## src/rtl/present_pkg.sv

```systemverilog
// Shared PRESENT constants: state geometry, inverse S-box table and
// the FSM state type used by the serialised substitution layers.
package present_pkg;

    localparam int STATE_W = 64;
    localparam int NIB_W   = 4;

    // Indexed by the input nibble; entry i is the inverse S-box output for i.
    localparam logic [NIB_W-1:0] INV_SBOX [16] = '{
        4'h5, 4'hE, 4'hF, 4'h8, 4'hC, 4'h1, 4'h2, 4'hD,
        4'hB, 4'h4, 4'h6, 4'h3, 4'h0, 4'h7, 4'h9, 4'hA
    };

    typedef enum logic [1:0] {
        IDLE = 2'd0,
        BUSY = 2'd1,
        DONE = 2'd2
    } fsm_t;

endpackage

```

## src/rtl/present_inv_sbox.sv

```systemverilog
// Single 4-bit PRESENT inverse S-box, purely combinational.
module present_inv_sbox
    import present_pkg::*;
(
    input  logic [NIB_W-1:0] din,
    output logic [NIB_W-1:0] dout
);

    always_comb begin
        dout = INV_SBOX[din];
    end

endmodule

```

## src/rtl/present_inv_sbox_layer.sv

```systemverilog
// Serialised PRESENT inverse substitution layer: NPC nibbles per cycle
// through a right-rotating 64-bit state register, valid/ready on both sides.
module present_inv_sbox_layer
    import present_pkg::*;
#(
    parameter int NPC = 1
) (
    input  logic               clk,
    input  logic               rst_n,
    input  logic               in_valid,
    output logic               in_ready,
    input  logic [STATE_W-1:0] in_state,
    output logic               out_valid,
    input  logic               out_ready,
    output logic [STATE_W-1:0] out_state,
    input  logic               scand,
    output logic               scanq
);

    localparam int NGRP  = 16 / NPC;
    localparam int GRP_W = (NGRP > 1) ? $clog2(NGRP) : 1;
    localparam int SUB_W = NIB_W * NPC;
    localparam logic [GRP_W-1:0] GRP_LAST = GRP_W'(NGRP - 1);

    generate
        if (!(NPC == 1 || NPC == 2 || NPC == 4 || NPC == 8 || NPC == 16)) begin : g_bad_npc
            $error("present_inv_sbox_layer: NPC must be 1, 2, 4, 8 or 16");
        end
    endgenerate

    fsm_t               fsm_reg, fsm_next;
    logic [STATE_W-1:0] state_reg, state_next;
    logic [GRP_W-1:0]   grp_reg, grp_next;
    logic               in_ready_reg, out_valid_reg;
    logic               scanq_reg;
    logic [SUB_W-1:0]   sub_group;
    logic [STATE_W-1:0] rotated;

    generate
        for (genvar gi = 0; gi < NPC; gi++) begin : g_sbox
            present_inv_sbox u_sbox (
                .din  (state_reg[NIB_W*gi +: NIB_W]),
                .dout (sub_group[NIB_W*gi +: NIB_W])
            );
        end

        // Substituted group re-enters at the top so NGRP rotations restore nibble order.
        if (NPC == 16) begin : g_rot_full
            assign rotated = sub_group;
        end else begin : g_rot_part
            assign rotated = {sub_group, state_reg[STATE_W-1:SUB_W]};
        end
    endgenerate

    always_comb begin
        fsm_next   = fsm_reg;
        state_next = state_reg;
        grp_next   = grp_reg;
        case (fsm_reg)
            IDLE: begin
                if (in_valid) begin
                    state_next = in_state;
                    grp_next   = '0;
                    fsm_next   = BUSY;
                end
            end
            BUSY: begin
                state_next = rotated;
                grp_next   = grp_reg + 1'b1;
                if (grp_reg == GRP_LAST) begin
                    fsm_next = DONE;
                end
            end
            DONE: begin
                if (out_ready) begin
                    fsm_next = IDLE;
                end
            end
            default: fsm_next = IDLE;
        endcase
    end

    // Handshake flags are registered from the next state so they track fsm_reg exactly.
    always_ff @(posedge clk or negedge rst_n) begin
        if (!rst_n) begin
            fsm_reg       <= IDLE;
            state_reg     <= '0;
            grp_reg       <= '0;
            in_ready_reg  <= 1'b1;
            out_valid_reg <= 1'b0;
        end else begin
            fsm_reg       <= fsm_next;
            state_reg     <= state_next;
            grp_reg       <= grp_next;
            in_ready_reg  <= (fsm_next == IDLE);
            out_valid_reg <= (fsm_next == DONE);
        end
    end

    always_ff @(posedge clk or negedge rst_n) begin
        if (!rst_n) begin
            scanq_reg <= 1'b0;
        end else begin
            scanq_reg <= scand;
        end
    end

    assign in_ready  = in_ready_reg;
    assign out_valid = out_valid_reg;
    assign out_state = state_reg;
    assign scanq     = scanq_reg;

endmodule
```

## config.mk

```make
export PLATFORM = sky130hd
export DESIGN_NAME = present_inv_sbox_layer
export DESIGN_NICKNAME = d
export VERILOG_FILES = /design/src/rtl/present_pkg.sv /design/src/rtl/present_inv_sbox.sv /design/src/rtl/present_inv_sbox_layer.sv
export SDC_FILE = /design/constraint.sdc
export NUM_CORES = 1
export LEC_CHECK = 0
export ABC_AREA = 1
export BUFFER_PORTS_ARGS = -buffer_cell sky130_fd_sc_hd__buf_4
export CAP_MARGIN = 15
export CORE_ASPECT_RATIO = 1.75
export CORE_MARGIN = 2
export CORE_UTILIZATION = 43
export DETAILED_ROUTE_END_ITERATION = 12
export GPL_TIMING_DRIVEN = 0
export PLACE_DENSITY_LB_ADDON = 0.3
export SLEW_MARGIN = 20
export SYNTH_ARGS = -nofsm -noshare
export SYNTH_HDL_FRONTEND = slang
export SYNTH_SLANG_ARGS = --single-unit
```

## constraint.sdc

```tcl
create_clock -name clk -period 1.3 [get_ports clk]
set_input_delay 0 -clock clk [delete_from_list [all_inputs] [get_ports clk]]
set_output_delay 0 -clock clk [all_outputs]
set_load 0.05 [all_outputs]
```

==> metrics, run 1 <==
fin nets=661; final WL=10.8 mm; PortBufs=135; grt ovf=0; share of cells above drive strength 1=0.344; M2 GR Usage=0.473; DR vias=3562; H-tree depth=3; Worst Tran Pin Value=0.922 ns; Worst Hold Class=primary input to flop; Synth Area per Inst=8.95 um^2; Post-Synthesis Cells=369; clock skew=0.00959 ns; Max VDD drop=1.82 mV; CTS sink cnt=73; Final Util=0.740; CTS tree=built; worst setup margin=0.0219 ns; row cnt=42; Crit. End Element=flop; met1 GRT Util=0.255; Switching Fraction=0.501; number of I/O pins=136; crit path kind=flop to flop; DR DRC count=0; largest net degree at the start of global routing=74; Clock Path Buffers=2; Post-Layout Cell Count=678; gpl congestion=0.790; Comb pwr share=0.582; Max transition margin=0.385; worst path required time=1.56 ns; Antenna Cells=0; final hold vios=0; Place WS=-0.142 ns; worst skew pair latency=0.34 ns; crit-path max FO=5; antenna violations before repair=0; synth unique cells=23; busiest grt layer=met2; Cell Pwr Density=3090 nW/um^2; syn nets=445; Period minus WS final=1.28 ns; maxcap violations=0; routed len/inst=16.0 um; Power, Total=17200 uW; Syn-to-layout area delta=68.4%; First DRT Iteration DRCs=271; Total GRT Usage=0.258; largest area contributor in the netlist=dfrtp_1; Pleak=0.00281 uW; clk slew on worst S/H paths=0.06 ns; fin crit share=0.983; Synth top area share=0.546; Vias/cell=5.25; crit path launch type=flop; fillers=520; P_int=8580 uW; Psw=8610 uW; antenna-violating nets left=0; sequential power share=0.260; first-pass GRT wire length=16.8 mm; FF+latch count, synth=73; DIE WIDTH=70.2 um; status=complete, no violations; f_max=0.782 GHz; Synth area leaders=dfrtp_1, nand2_1, o22ai_1; vias in the first global route=3599; placed insts=592; max FFs per register=64; Pre-antenna DRT Iters=5; starting density of the core=0.439; Core ar.=7510 um^2; CTS Root Cell=clkbuf_16; Synth Cell Area=3300 um^2; sequential area share after synthesis=0.554; CTS Buf Count=9; post-DP HPWL=6.88 mm; r2r setup slk=0.02 ns; Clk pwr share=0.158; Worst Path Arrival=1.54 ns; RSZ-0062 raised after global routing=yes; Setup-failing EPs final=0; YS warnings=0; die area=8420 um^2; GR Layer Usage met3=0.0453; die height=120 um; pins over their slew limit=0
==> per-stage QoR <==
stage / hold slack [ns] / setup TNS [ns] / cell area (um^2)
after CTS: 0.00554 / 0 / 5460
after global placement: 0.110 / -3.48 / 4440
after detailed placement: 0.113 / -4.25 / 4440
final: 0.00566 / 0 / 5560
after floorplan: -0.296 / -0.117 / 3320
after global routing: 0.0158 / -0.322 / 5560
==> cell families (layout without fill, tap and decap cells) <==
family | count (synthesis) | after routing | synth area share
AO/OA/AOI/OAI | 104 | 104 | 0.183
flip-flops | 73 | 73 | 0.554
buffers and inverters | 77 | 298 | 0.0985
XOR/XNOR | 1 | 1 | 0.00265
adder cells (fa/ha/maj) | 7 | 7 | 0.0265
AND/OR/NAND/NOR | 107 | 107 | 0.135
==> worst max-delay path, stage by stage (launching register included) <==
cell and delay, ns:
dfrtp_2 0.45, inv_4 0.10, ha_4 0.22, inv_2 0.06, nand2_1 0.05, nand3_1 0.07, nand3_1 0.10, a21oi_2 0.14
==> final cells by class <==
cell class,instances,area (um^2),share of cell area
plain buffers,20,136,0.0245
well taps,88,110,0.0198
flip-flops and latches,73,1830,0.330
multi-input cells,219,1220,0.220
clock inverters,4,75.1,0.0135
inverters,57,221,0.0398
repair buffers,205,1710,0.307
clock buffers,12,256,0.0461
==> Yosys cell counts, drive strengths merged <==
library cell	count
buf	17
dfstp	1
ha	7
o22ai	42
clkbuf	3
a22o	1
a21oi	48
nand3	27
o21ai	6
nand3b	1
o211ai	4
dfrtp	72
nand2	77
inv	57
xor2	1
a21boi	3
nor2	2
==> power groups by stage <==
| stage | sequential (uW) | combinational (uW) | clock (uW) |
|---|---|---|---|
| after global placement | 4410 | 9200 | 0 |
| after global routing | 4620 | 10600 | 2850 |
| after detailed placement | 4440 | 9380 | 0 |
| after CTS | 4420 | 9700 | 2750 |
| final | 4470 | 10000 | 2720 |
| after floorplan | 7810 | 3060 | 0 |
==> per-layer routing <==
| layer | up-vias | wire (um) |
|---|---|---|
| met4 | 0 | 574 |
| li1 | 1664 | - |
| met1 | 1718 | 3720 |
| met5 | - | 0 |
| met2 | 134 | 6120 |
| met3 | 46 | 428 |
==> what timing repair did <==
action,4_1_cts,5_1_grt
endpoints found under the setup margin,51,40
resized for setup,9,25
endpoints found under the hold margin,136,1
hold buffers,64,1
pin swaps,1,3
setup buffers,3,2
==> placed cells by master (no fill, tap or decap), types with 2 or more instances in the layout <==
cell type      count
o22ai_1           40
nor2_1             2
inv_2              5
a21oi_1           47
inv_4              3
dfrtp_1           68
clkinvlp_4         2
buf_6              4
nand2_2            3
clkbuf_16          9
nand3_1           22
a21boi_1           2
o22ai_2            2
clkbuf_8           2
dfrtp_2            4
bufinv_16          2
nand3_2            4
inv_1             49
dlygate4sd3_1     65
clkbuf_4           3
buf_2             10
o211ai_1           4
buf_4            143
nand2_1           73
o21ai_0            4
ha_1               6
==> final timing paths <==
check,endpoint,from,cells after the start
worst max register to register,out_state[60],out_state[1],7
worst min register to register,out_state[31],out_state[35],2
worst max-delay path,out_state[60],out_state[1],7
min in group asynchronous,out_state[11],rst_n,2
max in group asynchronous,out_state[2],rst_n,2
worst min-delay path,out_state[6],in_state[6],3
Note: power is estimated with default switching activity, not from simulation.
==> inputs of run 2 (changes only) <==
--- a/config.mk
+++ b/config.mk
@@ -10,11 +10,13 @@
 export CAP_MARGIN = 15
 export CORE_ASPECT_RATIO = 1.75
 export CORE_MARGIN = 2
-export CORE_UTILIZATION = 43
+export CORE_UTILIZATION = 44
 export DETAILED_ROUTE_END_ITERATION = 12
+export GPL_ROUTABILITY_DRIVEN = 0
 export GPL_TIMING_DRIVEN = 0
 export PLACE_DENSITY_LB_ADDON = 0.3
 export SLEW_MARGIN = 20
 export SYNTH_ARGS = -nofsm -noshare
 export SYNTH_HDL_FRONTEND = slang
+export SYNTH_HIERARCHICAL = 1
 export SYNTH_SLANG_ARGS = --single-unit
==> run 2 against run 1 <==
  * Die area up 3.4%
  * Largest cell class unchanged
  * Critical endpoint unchanged
  * Count of clock-buffer cells in the layout decreased by 3
  * Fmax is 6.6% lower
  * Clock power shrank 9.2%
  * The flow now finishes with violations (negative setup slack)
  * Non-clock buffer count rose by 14
  * Synthesized area up 5.9%
  * Cell count increased by 11%
  * Power fell by 7.9%
  * Via count rose by 12%
  * Global-route usage rose by 1.1 points
==> metrics, run 2 <==
Top Family by Delay on Critical Path=flip-flops; Vias/cell=5.31; number of I/O pins=136; largest area contributor in the netlist=dfrtp_1; CTS Root Cell=clkbuf_16; Pleak=0.00296 uW; antenna violations before repair=0; starting density of the core=0.448; clock skew=0.00849 ns; CTS Buf Count=9; routed len/inst=15.8 um; die area=8710 um^2; commonest non-fill, non-tap cells in the layout=nand2_1, buf_4, nand3_1; vias in the first global route=3917; CTS tree=built; max FFs per register=64; crit path kind=flop to flop; asr flop ratio synth=1.00; max layer used=met4; RSZ-0062 raised after global routing=yes; Max transition margin=0.369; fin nets=736; final WL=12.0 mm; DIE WIDTH=71.4 um; Routed met2 length=6.63 mm; antenna-violating nets left=0; area of the multi-input gates=1510 um^2; CP Buf/Inv Count=4; status=finished, violations left; Critical Path Slowest Stage Cell=dfrtp_2; synth unique cells=20; Cell Pwr Density=2730 nW/um^2; final hold vios=0; syn nets=515; number of enable flip-flop cells after synthesis=0; grt ovf=0; DR DRC count=0; crit path launch type=flop; Worst Tran Pin Value=0.947 ns; met1 WL=4.29 mm; worst setup margin=-0.0689 ns; die height=122 um; PortBufs=135; met3 WL post-DR=599 um; commonest non-fill, non-tap cell in the layout=nand2_1; maxcap violations=0; first-pass GRT wire length=18.1 mm; Synth area leaders=dfrtp_1, nand3_1, nand2_1; fin crit share=1.05; Period minus WS final=1.37 ns; CTS sink cnt=73; sequential area share after synthesis=0.523; Crit. End Element=flop; row cnt=43; Post-Layout Cell Count=755; worst skew pair latency=0.34 ns; most frequent cell after synthesis=nand2_1; clk slew on worst S/H paths=0.06 ns; DR vias=4006; pins over their slew limit=0; Synth Area per Inst=7.97 um^2; Antenna Cells=0; FF+latch count, synth=73; placed insts=664; max incr delay on CP=0.41 ns; fillers=562; Total GRT Usage=0.269; largest net degree at the start of global routing=74; register area=1830 um^2; YS warnings=6; First DRT Iteration DRCs=271; Core ar.=7800 um^2; Pre-antenna DRT Iters=5; Main synth FF type=dfrtp_1; failing checks=negative setup slack; crit-path max FO=3; top cells by instance count after synthesis=nand2_1, nand3_1, dfrtp_1; Clock Path Buffers=2; Synth Cell Area=3500 um^2; post-DP HPWL=7.28 mm; f_max=0.730 GHz; Worst Path Arrival=1.60 ns; Worst Hold Class=primary input to flop; worst path required time=1.53 ns; Post-Synthesis Cells=439; share of cells above drive strength 1=0.310; cell-by-cell trace of the critical path=inv_4 -> ha_4 -> inv_4 -> nand2_2 -> nand3_2 -> nand2_2 -> inv_2 -> inv_2 -> nand2_1 -> nand3_1 -> nand2_1; Setup-failing EPs final=2; Max VDD drop=2.03 mV; hold_ws=0.321 ns; H-tree depth=3; Synth top area share=0.515; Syn-to-layout area delta=65.8%
## run 2: changes by cell type after synthesis, moves of 2 or more
cell	delta
a21boi_1	-2
buf_4	-4
buf_2	+7
o211ai_1	-4
nand2_1	+85
inv_1	-39
o22ai_1	-42
a21oi_1	-46
clkbuf_1	+4
nand3_1	+110
nand4_1	+2
## run 2: metrics by stage
step           power [uW]  setup TNS (ns)   util  cell area (um^2)  setup WS (ns)
2_1_floorplan        9920          -0.580      -              3510         -0.180
3_3_place_gp        12500          -12.00  0.595              4640         -0.211
3_5_place_dp        12600          -11.77  0.595              4640         -0.221
4_1_cts             15400           -1.41  0.727              5670        -0.0606
5_1_grt             16600          -0.730  0.743              5800         -0.120
6_report            15800         -0.0908  0.743              5800        -0.0689
## run 2: path summary, 6_finish.rpt
kind,start,end,slack (ns),cells after the start
setup / recovery,out_state[1],out_state[60],-0.07,11
hold / removal,scand,scanq,0.32,2
setup reg to reg,out_state[1],out_state[60],-0.07,11
hold reg to reg,out_state[6],out_state[2],0.53,2
max in group asynchronous,rst_n,out_state[1],0.27,2
min in group asynchronous,rst_n,out_state[46],0.36,2
## run 2: logic make-up (layout without fill, tap and decap cells)
family / after synthesis / in the layout / share of synthesized area
buffers and inverters: 46 / 272 / 0.0601
adder cells (fa/ha/maj): 7 / 7 / 0.0250
flip-flops: 73 / 73 / 0.523
AND/OR/NAND/NOR: 303 / 303 / 0.377
AO/OA/AOI/OAI: 9 / 9 / 0.0129
XOR/XNOR: 1 / 1 / 0.00250
## run 2: report_power, final
part | switching [uW] | leakage, uW | total [uW] | internal (uW)
sequential | 998 | 0.000905 | 4320 | 3320
clock | 992 | 0.000137 | 2470 | 1480
combinational | 6060 | 0.00192 | 9030 | 2970
## run 2: cell type report
cell class	count	share of cell area
flip-flops and latches	73	0.316
repair buffers	210	0.303
multi-input cells	320	0.261
clock buffers	9	0.0388
plain buffers	29	0.0384
well taps	90	0.0194
clock inverters	7	0.0123
inverters	17	0.0119
## run 2: worst reg2reg max path: cells and delay by family, from the launching register on
family	cells	cell delay [ns]
buffers and inverters	4	0.17
flip-flops	1	0.41
adder cells (fa/ha/maj)	1	0.29
AND/OR/NAND/NOR	6	0.38
## run 2: routing by layer
metal | vias up | global-route usage
li1 | 1885 | -
met5 | - | 0
met2 | 180 | 0.494
met4 | 0 | 0.116
met3 | 39 | 0.0562
met1 | 1902 | 0.291
## run 2: timing repair
item                       CTS  global route
cloned                       0             1
hold endpoints to repair   139             0
hold buffers                68             0
pin swaps                    1             8
setup endpoints to repair   66            66
buffers inserted             3             3
gates resized for setup     14            41
==> inputs of run 3 (changes only) <==
--- a/config.mk
+++ b/config.mk
@@ -8,9 +8,11 @@
 export ABC_AREA = 1
 export BUFFER_PORTS_ARGS = -buffer_cell sky130_fd_sc_hd__buf_4
 export CAP_MARGIN = 15
+export CELL_PAD_IN_SITES_DETAIL_PLACEMENT = 2
+export CELL_PAD_IN_SITES_GLOBAL_PLACEMENT = 2
 export CORE_ASPECT_RATIO = 1.75
 export CORE_MARGIN = 2
-export CORE_UTILIZATION = 44
+export CORE_UTILIZATION = 24
 export DETAILED_ROUTE_END_ITERATION = 12
 export GPL_ROUTABILITY_DRIVEN = 0
 export GPL_TIMING_DRIVEN = 0
@@ -18,5 +20,4 @@
 export SLEW_MARGIN = 20
 export SYNTH_ARGS = -nofsm -noshare
 export SYNTH_HDL_FRONTEND = slang
-export SYNTH_HIERARCHICAL = 1
 export SYNTH_SLANG_ARGS = --single-unit
==> run 3 against run 2 <==
  * The flow now finishes without violations
  * Fmax rose by 7.4%
  * Global-route usage fell by 6.6 points
  * Die area rose by 69%
  * Largest power group unchanged
  * Sequential power rose by 5.8%
  * Clock power rose by 8.9%
  * Highest routed layer unchanged
  * Wire length rose by 24%
  * Sequential cell count did not move
  * Clock skew fell by 0.00052 ns
  * Via count fell by 9.7%
  * Register-to-register slack improved by 0.09 ns
==> metrics, run 3 (synthesized netlist as in run 1, its figures left out) <==
worst skew pair latency=0.33 ns; crit path kind=flop to flop; maxcap violations=0; grt ovf=0; fin crit share=0.980; DIE WIDTH=92.7 um; FF-to-FF Start=out_state[1]; CTS tree=built; status=complete, no violations; fillers=1476; Total GRT Usage=0.203; Pleak=0.00283 uW; Antenna Cells=0; Post-Layout Cell Count=763; max incr delay on CP=0.44 ns; Top Family by Delay on Critical Path=flip-flops; f_max=0.785 GHz; Syn-to-layout area delta=74.9%; hold_sp=in_state[1]; final WL=14.8 mm; CTS Root Cell=clkbuf_16; Worst Tran Pin Value=0.993 ns; pins over their slew limit=0; Max VDD drop=1.29 mV; crit path launch type=flop; Critical path origin=out_state[1]; Vias/cell=4.74; share of cells above drive strength 1=0.374; largest net degree at the start of global routing=74; Setup-failing EPs final=0; die area=14700 um^2; Core ar.=13500 um^2; Worst Path Arrival=1.53 ns; max FFs per register=64; Crit. End Element=flop; number of I/O pins=136; Critical Path Slowest Stage Cell=dfrtp_2; DR vias=3617; H-tree depth=3; die height=159 um; CTS sink cnt=73; CP Depth=7; post-DP HPWL=9.59 mm; commonest non-fill, non-tap cells in the layout=buf_4, nand2_1, dfrtp_1; RSZ-0062 raised after global routing=yes; CTS Buf Count=9; Worst Hold Class=primary input to flop; PortBufs=135; First DRT Iteration DRCs=70; final hold vios=0; placed insts=678; crit-path max FO=5; clock skew=0.00797 ns; final instance area=5780 um^2; routed len/inst=19.4 um; first-pass GRT wire length=23.1 mm; fin nets=660; worst path required time=1.55 ns; row cnt=56; Hold Path Depth=3; Pre-antenna DRT Iters=4; cell-by-cell trace of the critical path=inv_4 -> ha_4 -> inv_4 -> nand2_4 -> nand3_2 -> nand3_2 -> a21boi_1; DR DRC count=0; starting density of the core=0.245; clk slew on worst S/H paths=0.06 ns; vias in the first global route=4186; commonest non-fill, non-tap cell in the layout=buf_4; Max transition margin=0.338; hold_ws=0.00510 ns; CP Buf/Inv Count=2; R2R depth=7; Cell Pwr Density=3130 nW/um^2; antenna-violating nets left=0; Period minus WS final=1.27 ns; antenna violations before repair=0; Clock Path Buffers=2; placed cell area=4550 um^2
==> run 3: changes by cell type in the layout (fill, tap and decap cells not counted), moves of 4 or more <==
cell / delta
o22ai_1: +35
o211ai_1: +4
o22ai_2: +7
a21oi_2: +4
clkbuf_2: -7
dlygate4sd3_1: -6
inv_1: +39
nand2_1: -83
nand3_2: +7
a21oi_1: +42
nand3_1: -117
==> run 3: cell type report <==
cell class	count	area [um^2]	share of cell area
Clock inverter	6	92.6	0.0160
Buffer	19	161	0.0279
Multi-Input combinational cell	219	1300	0.225
Tap cell	174	218	0.0377
Sequential cell	73	1830	0.317
Clock buffer	10	229	0.0396
Inverter	57	234	0.0405
Timing Repair Buffer	205	1710	0.296
==> run 3: power by group <==
group / switching [uW] / leakage [uW] / internal (uW)
combinational: 7220 / 0.00185 / 3610
sequential: 1120 / 0.000836 / 3450
clock: 1000 / 0.000149 / 1690
==> run 3: final timing paths <==
check / endpoint / slack (ns)
max reg2reg: out_state[62] / 0.03
min reg2reg: grp_reg[1] / 0.53
min in group asynchronous: out_state[34] / 0.41
max: out_state[62] / 0.03
max in group asynchronous: out_state[2] / 0.17
min: out_state[1] / 0.005
==> run 3: metal layers <==
metal / up-vias / wire, um / part of all wire / global-route usage
met5: - / 0 / 0 / 0
met4: 0 / 639 / 0.043 / 0.0943
met3: 39 / 348 / 0.024 / 0.0260
met2: 84 / 8670 / 0.59 / 0.392
met1: 1832 / 5140 / 0.35 / 0.210
li1: 1662 / - / - / -
==> run 3: what timing repair did <==
action / in CTS / in global routing
gates resized for setup: 15 / 59
buffers inserted: 7 / 1
pin swaps: 2 / 7
hold buffers: 62 / 0
endpoints found under the hold margin: 133 / 0
setup endpoints to repair: 71 / 52
gates cloned: 0 / 0
==> run 3: worst min-delay path, stage by stage <==
cell,delay (ns)
buf_4,0.08
o22ai_1,0.08
a21oi_1,0.13
==> run 3: through the flow <==
| step | setup WS [ns] | power, uW | TNS [ns] | utilization |
|---|---|---|---|---|
| 2_1_floorplan | -0.0334 | 10900 | -0.117 | - |
| 3_3_place_gp | -0.257 | 14000 | -7.93 | 0.338 |
| 3_5_place_dp | -0.289 | 14300 | -10.18 | 0.338 |
| 4_1_cts | 0.00421 | 17400 | 0 | 0.416 |
| 5_1_grt | -0.0394 | 19200 | -0.315 | 0.429 |
| 6_report | 0.0255 | 18100 | 0 | 0.429 |
